===== src/rtl/sound_latch_bridge_if.sv =====
// 68K/Z80 sound latch bus bundle.
// master drives selects and data; slave is the bridge.
interface sound_latch_bridge_if #(
  parameter int BANK_BITS = 5
);
  logic                 m68k_as_n;
  logic                 m68k_lds_n;
  logic                 m68k_latch_cs;
  logic [7:0]           m68k_dout;
  logic                 m68k_dtack_n;
  logic                 z80_latch_cs;
  logic                 z80_latch_clr_cs;
  logic                 z80_bank_set_cs;
  logic [7:0]           z80_dout;
  logic [7:0]           z80_latch_dout;
  logic                 z80_irq_n;
  logic [BANK_BITS-1:0] z80_bank;
  logic                 overrun;

  modport master (
    output m68k_as_n, m68k_lds_n, m68k_latch_cs, m68k_dout,
    output z80_latch_cs, z80_latch_clr_cs, z80_bank_set_cs,
    output z80_dout,
    input  m68k_dtack_n, z80_latch_dout, z80_irq_n,
    input  z80_bank, overrun
  );

  modport slave (
    input  m68k_as_n, m68k_lds_n, m68k_latch_cs, m68k_dout,
    input  z80_latch_cs, z80_latch_clr_cs, z80_bank_set_cs,
    input  z80_dout,
    output m68k_dtack_n, z80_latch_dout, z80_irq_n,
    output z80_bank, overrun
  );
endinterface


===== src/rtl/sound_latch_bridge.sv =====
// 68K -> Z80 sound command latch with DTACK timing,
// pending IRQ, sticky overrun flag and audio bank register.
module sound_latch_bridge #(
  parameter int DTACK_WAIT = 1,
  parameter int BANK_BITS  = 5
) (
  input  logic                clk,
  input  logic                reset,
  sound_latch_bridge_if.slave bus
);

  typedef enum logic [1:0] {
    S_IDLE,
    S_WAIT,
    S_ACK
  } state_e;

  state_e               state_q, state_d;
  logic [2:0]           cnt_q, cnt_d;
  logic                 wr_q, clr_q, bnk_q, arm_q;
  logic [7:0]           latch_q, latch_d;
  logic                 pend_q, pend_d;
  logic                 ovr_q, ovr_d;
  logic [BANK_BITS-1:0] bank_q, bank_d;
  logic                 wr_lvl, wr_ev, clr_ev, bnk_ev;
  logic                 unused_ok;

  assign wr_lvl = bus.m68k_latch_cs & ~bus.m68k_lds_n;

  // arm_q masks the first cycle after reset so held selects stay quiet
  assign wr_ev  = arm_q & wr_lvl & ~wr_q;
  assign clr_ev = arm_q & bus.z80_latch_clr_cs & ~clr_q;
  assign bnk_ev = arm_q & bus.z80_bank_set_cs & ~bnk_q;

  assign unused_ok = ^{bus.z80_latch_cs, bus.z80_dout};

  always_comb begin
    latch_d = latch_q;
    pend_d  = pend_q;
    ovr_d   = ovr_q;
    bank_d  = bank_q;
    if (wr_ev) begin
      latch_d = bus.m68k_dout;
      pend_d  = 1'b1;
      ovr_d   = ovr_q | pend_q;
    end else if (clr_ev) begin
      pend_d  = 1'b0;
    end
    if (bnk_ev) begin
      bank_d = bus.z80_dout[BANK_BITS-1:0];
    end
  end

  always_comb begin
    state_d = state_q;
    cnt_d   = cnt_q;
    unique case (state_q)
      S_IDLE: begin
        if (wr_ev) begin
          if (DTACK_WAIT == 0) begin
            state_d = S_ACK;
          end else begin
            state_d = S_WAIT;
            cnt_d   = 3'd1;
          end
        end
      end
      S_WAIT: begin
        if (bus.m68k_as_n) begin
          state_d = S_IDLE;
        end else if (cnt_q == 3'(DTACK_WAIT)) begin
          state_d = S_ACK;
        end else begin
          cnt_d = cnt_q + 3'd1;
        end
      end
      S_ACK: begin
        if (bus.m68k_as_n) begin
          state_d = S_IDLE;
        end
      end
      default: state_d = S_IDLE;
    endcase
  end

  always_ff @(posedge clk) begin
    if (reset) begin
      state_q <= S_IDLE;
      cnt_q   <= 3'd0;
      wr_q    <= 1'b0;
      clr_q   <= 1'b0;
      bnk_q   <= 1'b0;
      arm_q   <= 1'b0;
      latch_q <= 8'h00;
      pend_q  <= 1'b0;
      ovr_q   <= 1'b0;
      bank_q  <= '0;
    end else begin
      state_q <= state_d;
      cnt_q   <= cnt_d;
      wr_q    <= wr_lvl;
      clr_q   <= bus.z80_latch_clr_cs;
      bnk_q   <= bus.z80_bank_set_cs;
      arm_q   <= 1'b1;
      latch_q <= latch_d;
      pend_q  <= pend_d;
      ovr_q   <= ovr_d;
      bank_q  <= bank_d;
    end
  end

  assign bus.m68k_dtack_n   = (state_q != S_ACK);
  assign bus.z80_latch_dout = latch_q;
  assign bus.z80_irq_n      = ~pend_q;
  assign bus.z80_bank       = bank_q;
  assign bus.overrun        = ovr_q;

endmodule


===== src/flat_wrapper.sv =====
// flat-port wrapper written by rule: the top's interface ports become plain ports
module sound_latch_bridge_flat 
#(
  parameter int DTACK_WAIT = 1,
  parameter int BANK_BITS  = 5
)
  (clk, reset, bus_m68k_as_n, bus_m68k_lds_n, bus_m68k_latch_cs, bus_m68k_dout, bus_z80_latch_cs, bus_z80_latch_clr_cs, bus_z80_bank_set_cs, bus_z80_dout, bus_m68k_dtack_n, bus_z80_latch_dout, bus_z80_irq_n, bus_z80_bank, bus_overrun);
  sound_latch_bridge_if #(.BANK_BITS(BANK_BITS)) bus_i ();
  input  logic clk;
  input  logic reset;
  input wire logic [$bits(bus_i.m68k_as_n)-1:0] bus_m68k_as_n;
  input wire logic [$bits(bus_i.m68k_lds_n)-1:0] bus_m68k_lds_n;
  input wire logic [$bits(bus_i.m68k_latch_cs)-1:0] bus_m68k_latch_cs;
  input wire logic [$bits(bus_i.m68k_dout)-1:0] bus_m68k_dout;
  input wire logic [$bits(bus_i.z80_latch_cs)-1:0] bus_z80_latch_cs;
  input wire logic [$bits(bus_i.z80_latch_clr_cs)-1:0] bus_z80_latch_clr_cs;
  input wire logic [$bits(bus_i.z80_bank_set_cs)-1:0] bus_z80_bank_set_cs;
  input wire logic [$bits(bus_i.z80_dout)-1:0] bus_z80_dout;
  output wire logic [$bits(bus_i.m68k_dtack_n)-1:0] bus_m68k_dtack_n;
  output wire logic [$bits(bus_i.z80_latch_dout)-1:0] bus_z80_latch_dout;
  output wire logic [$bits(bus_i.z80_irq_n)-1:0] bus_z80_irq_n;
  output wire logic [$bits(bus_i.z80_bank)-1:0] bus_z80_bank;
  output wire logic [$bits(bus_i.overrun)-1:0] bus_overrun;
  assign bus_i.m68k_as_n = bus_m68k_as_n;
  assign bus_i.m68k_lds_n = bus_m68k_lds_n;
  assign bus_i.m68k_latch_cs = bus_m68k_latch_cs;
  assign bus_i.m68k_dout = bus_m68k_dout;
  assign bus_i.z80_latch_cs = bus_z80_latch_cs;
  assign bus_i.z80_latch_clr_cs = bus_z80_latch_clr_cs;
  assign bus_i.z80_bank_set_cs = bus_z80_bank_set_cs;
  assign bus_i.z80_dout = bus_z80_dout;
  assign bus_m68k_dtack_n = bus_i.m68k_dtack_n;
  assign bus_z80_latch_dout = bus_i.z80_latch_dout;
  assign bus_z80_irq_n = bus_i.z80_irq_n;
  assign bus_z80_bank = bus_i.z80_bank;
  assign bus_overrun = bus_i.overrun;
  sound_latch_bridge #(.DTACK_WAIT(DTACK_WAIT), .BANK_BITS(BANK_BITS)) u_core (.clk(clk), .reset(reset), .bus(bus_i));
endmodule

===== config.mk =====
export PLATFORM = sky130hd
export DESIGN_NAME = sound_latch_bridge_flat
export DESIGN_NICKNAME = d
export VERILOG_FILES = /design/src/rtl/sound_latch_bridge_if.sv /design/src/rtl/sound_latch_bridge.sv /design/src/flat_wrapper.sv
export SDC_FILE = /design/constraint.sdc
export NUM_CORES = 1
export LEC_CHECK = 0
export ABC_AREA = 1
export BUFFER_PORTS_ARGS = -buffer_cell sky130_fd_sc_hd__buf_2
export CAP_MARGIN = 5
export CORE_ASPECT_RATIO = 0.75
export CORE_MARGIN = 4
export CORE_UTILIZATION = 35
export CTS_BUF_LIST = sky130_fd_sc_hd__clkbuf_4 sky130_fd_sc_hd__clkbuf_8
export CTS_CLUSTER_DIAMETER = 120
export DETAILED_ROUTE_END_ITERATION = 6
export PLACE_DENSITY_LB_ADDON = 0.2
export SLEW_MARGIN = 5
export SYNTH_ARGS = -nofsm -noshare
export SYNTH_HDL_FRONTEND = slang
export SYNTH_SLANG_ARGS = --single-unit

===== constraint.sdc =====
create_clock -name clk -period 1.48 [get_ports clk]
set_clock_uncertainty 0.2 [all_clocks]
set_input_delay 0.148 -clock clk [delete_from_list [all_inputs] [get_ports clk]]
set_output_delay 0.148 -clock clk [all_outputs]
set_load 0.01 [all_outputs]

==> metrics.md <==
| Metric | Value |
|---|---|
| Outcome | completed |
| Layout fillers | around 260 |
| Final Hold Viols | 0 |
| Worst setup SP type | input pin |
| Max Transition Viols Final | 0 |
| Max Clk Rate | about 0.7 GHz |
| Dpl hpwl | approximately 1.6 mm |
| Final Wtd Congestion | approximately 0.73 |
| RR Startpoint | u_core.cnt_q[1]$_SDFFE_PP0P_ |
| Residual DRC | 0 |
| Hold/Removal Path Class | reg2reg |
| Yosys top cell area share | 47.94% |
| Crit path kind | in2reg |
| Flop-to-flop setup slack | 0.15 ns |
| Die ar. | approximately 3800 um^2 |
| Wirelength, routed | roughly 2.3 mm |
| Headroom to the max-slew limit | a little over four fifths |
| Worst r2r dst | u_core.cnt_q[1]$_SDFFE_PP0P_ |
| Global-route wire length before repair | 3.836 mm |
| Port Buffers | 35 |
| Distinct cells, synth | 26 |
| Syn avg cell area | 8.148 um^2 |
| Synthesis Warnings | 0 |
| Largest cells by area after synthesis | dfxtp_1 (48%), nor2_1 (14%), inv_1 (4.1%), o21ai_1 (4.0%), nor3_4 (3.2%) |
| P per Cell Area | around 1000 nW/um^2 |
| Static leakage | roughly 0.70 nW |
| Critical path launch point | bus_z80_bank_set_cs |
| Setup violations, final | 0 |
| Root buf cell | clkbuf_8 |
| Req. time, crit path | between 1 and 1.5 ns |
| Clk_lat worst skew | ~0.26 ns |
| Dpl cells | ~190 |
| Post-Syn Area | between 1000 and 1500 um^2 |
| Chip Width | around 70 um |
| Mapped Cells | roughly 120 |
| Non-filler cells, final | around 220 |
| Clock Sinks | 24 |
| R2r worst-path depth | 8 |
| Initial antenna violation count | 0 |
| Ant diodes | 0 |
| Cell taking the most area after synthesis | dfxtp_1 |
| Crit share post-route | a little over nine tenths |
| Antenna Violating Nets Remaining | 0 |
| Count of maximum capacitance violations | 0 |
| Final net count | about 210 |
| Ports | 40 |
| CTS tree | built |
| WL/cell | between 10 and 15 um |
| Hold Path Depth | 2 |
| Final core occ | 55.74% |
| Most frequent cells in the layout | nor2_1 (38), buf_2 (35), dfxtp_1 (24), dlygate4sd3_1 (19), inv_1 (11) |
| CTS clk-pin slew, worst paths | roughly 0.080 ns |
| Core Rows | 16 |
| Largest net degree at the start of global routing | 18 |
| Sequential area share after synthesis | roughly 48% |
| Syn-to-layout area delta | 49.19% |
| DRT Pass-1 Iters | 4 |
| Global route overflow | 0 |
| Most common cell after layout, fill and taps aside | nor2_1 |
| VDD IR-drop max | 1.028 mV |
| Vias | between 900 and 1000 |
| Worst Setup EP | u_core.bus.z80_bank[1]$_SDFFE_PP0P_ |
| Synth Net Count | around 150 |
| CTS Buf Count | 3 |
| Clk buf depth | 2 |
| Critical Path Fanout Max | 3 |
| Post-layout minimum cycle time | between 1 and 1.5 ns |
| Post-synthesis register bit count | 24 |
| Vias/cell | around 4.4 |
| Die height | between 50 and 60 um |
| Share of cells above drive strength 1 | about a third |
| Crit. End Element | flop |
| DR iter-0 viols | 22 |
| Htree depth | 1 |
| Worst-Margin Slew | between 0.2 and 0.25 ns |
| Core area | between 2000 and 3000 um^2 |
| Vias in the first global route | around 900 |
| Tot GR Track Use | approximately an eighth |
| Starting Density | a little under two fifths |
| Worst path arrival time | around 1.4 ns |
## power breakdown
| group | internal (mW) | switching (mW) |
|---|---|---|
| sequential | 0.677 | 0.0167 |
| combinational | 0.103 | 0.104 |
| clock | 0.361 | 0.195 |
## registers in the layout (all words and copies together) (netlist names)
register,cells
u_core.arm_q,1
u_core.bus.z80_latch_dout,8
u_core.cnt_q,3
u_core.pend_q,1
u_core.clr_q,1
u_core.bnk_q,1
u_core.bus.overrun,1
u_core.wr_q,1
u_core.bus.z80_bank,5
u_core.state_q,2
## cell usage after synthesis
cell type,count
o21a_1,1
dfxtp_1,24
nor3_1,1
o21ai_1,8
buf_4,1
inv_1,11
nor2_2,3
nand3_4,1
nand3_2,1
o211ai_1,1
nand2_4,1
a21oi_1,1
nand2_2,3
nor2_1,38
nor2_4,2
nand3_1,2
o21ai_0,5
o31ai_1,1
nand2_1,5
clkinv_1,1
ha_1,2
buf_2,1
nor3_4,2
a21oi_2,1
inv_2,5
buf_6,1
## cells by family after synthesis
| logic type | share of synthesized area [%] |
|---|---|
| buf+inv | 8.739 |
| fa+ha+maj | 2.496 |
| flops | 47.94 |
| simple gates | 30.71 |
| compound gates | 10.11 |
## area by class of cell
| type | instances | area, um^2 | area share, % |
|---|---|---|---|
| clock inverters | 1 | 30.03 | 2.008 |
| multi-input cells | 79 | 451.7 | 30.21 |
| repair buffers | 56 | 380.4 | 25.44 |
| well taps | 36 | 45.04 | 3.013 |
| flip-flops and latches | 24 | 480.5 | 32.13 |
| clock buffers | 3 | 41.29 | 2.762 |
| inverters | 17 | 66.31 | 4.435 |
## repair_timing
action | CTS | global route
gates resized for setup | 0 | 4
hold buffers | 19 | 0
endpoints found under the hold margin | 20 | 0
buffers inserted | 0 | 2
endpoints found under the setup margin | 0 | 15
## worst max-delay path, stage by stage
cell and delay, ns:
dlygate4sd3_1 0.52, buf_2 0.09, inv_1 0.06, nor3_4 0.23, buf_4 0.16, o21ai_0 0.07
nor2_1 0.11
## per-layer routing
layer	vias to the layer above	GRT usage, %	part of all wire [%]
met1	427	13.38	42
met3	4	5.321	7.0
li1	493	-	-
met2	28	25.08	50
met5	-	0	0
met4	0	4.777	1.2
## per-stage QoR
stage | area (um^2) | hold WS (ns) | setup TNS, ns | worst slack, ns | power, mW
final | 1495 | 0.2752 | 0 | 0.08025 | 1.457
after floorplan | 1002 | 0.02703 | 0 | 0.2499 | 0.8072
after detailed placement | 1199 | 0.1489 | 0 | 0.1618 | 0.8676
after global routing | 1495 | 0.3092 | -0.1008 | -0.05828 | 1.534
after global placement | 1199 | 0.1518 | 0 | 0.1907 | 0.8604
after CTS | 1460 | 0.2788 | 0 | 0.01716 | 1.472
## worst min-delay path by stage
| stage | startpoint | endpoint | slack [ns] |
|---|---|---|---|
| finish | u_core.pend_q$_SDFFE_PP0P_ | u_core.pend_q$_SDFFE_PP0P_ | 0.28 |
| global route | u_core.bus.overrun$_SDFFE_PP0P_ | u_core.bus.overrun$_SDFFE_PP0P_ | 0.31 |
| floorplan | bus_m68k_lds_n | u_core.wr_q$_SDFF_PP0_ | 0.03 |
| CTS | u_core.pend_q$_SDFFE_PP0P_ | u_core.pend_q$_SDFFE_PP0P_ | 0.28 |
| global placement | bus_m68k_lds_n | u_core.wr_q$_SDFF_PP0_ | 0.15 |
| detailed placement | bus_m68k_lds_n | u_core.wr_q$_SDFF_PP0_ | 0.15 |
No activity file was read; power rests on OpenSTA's default activity.
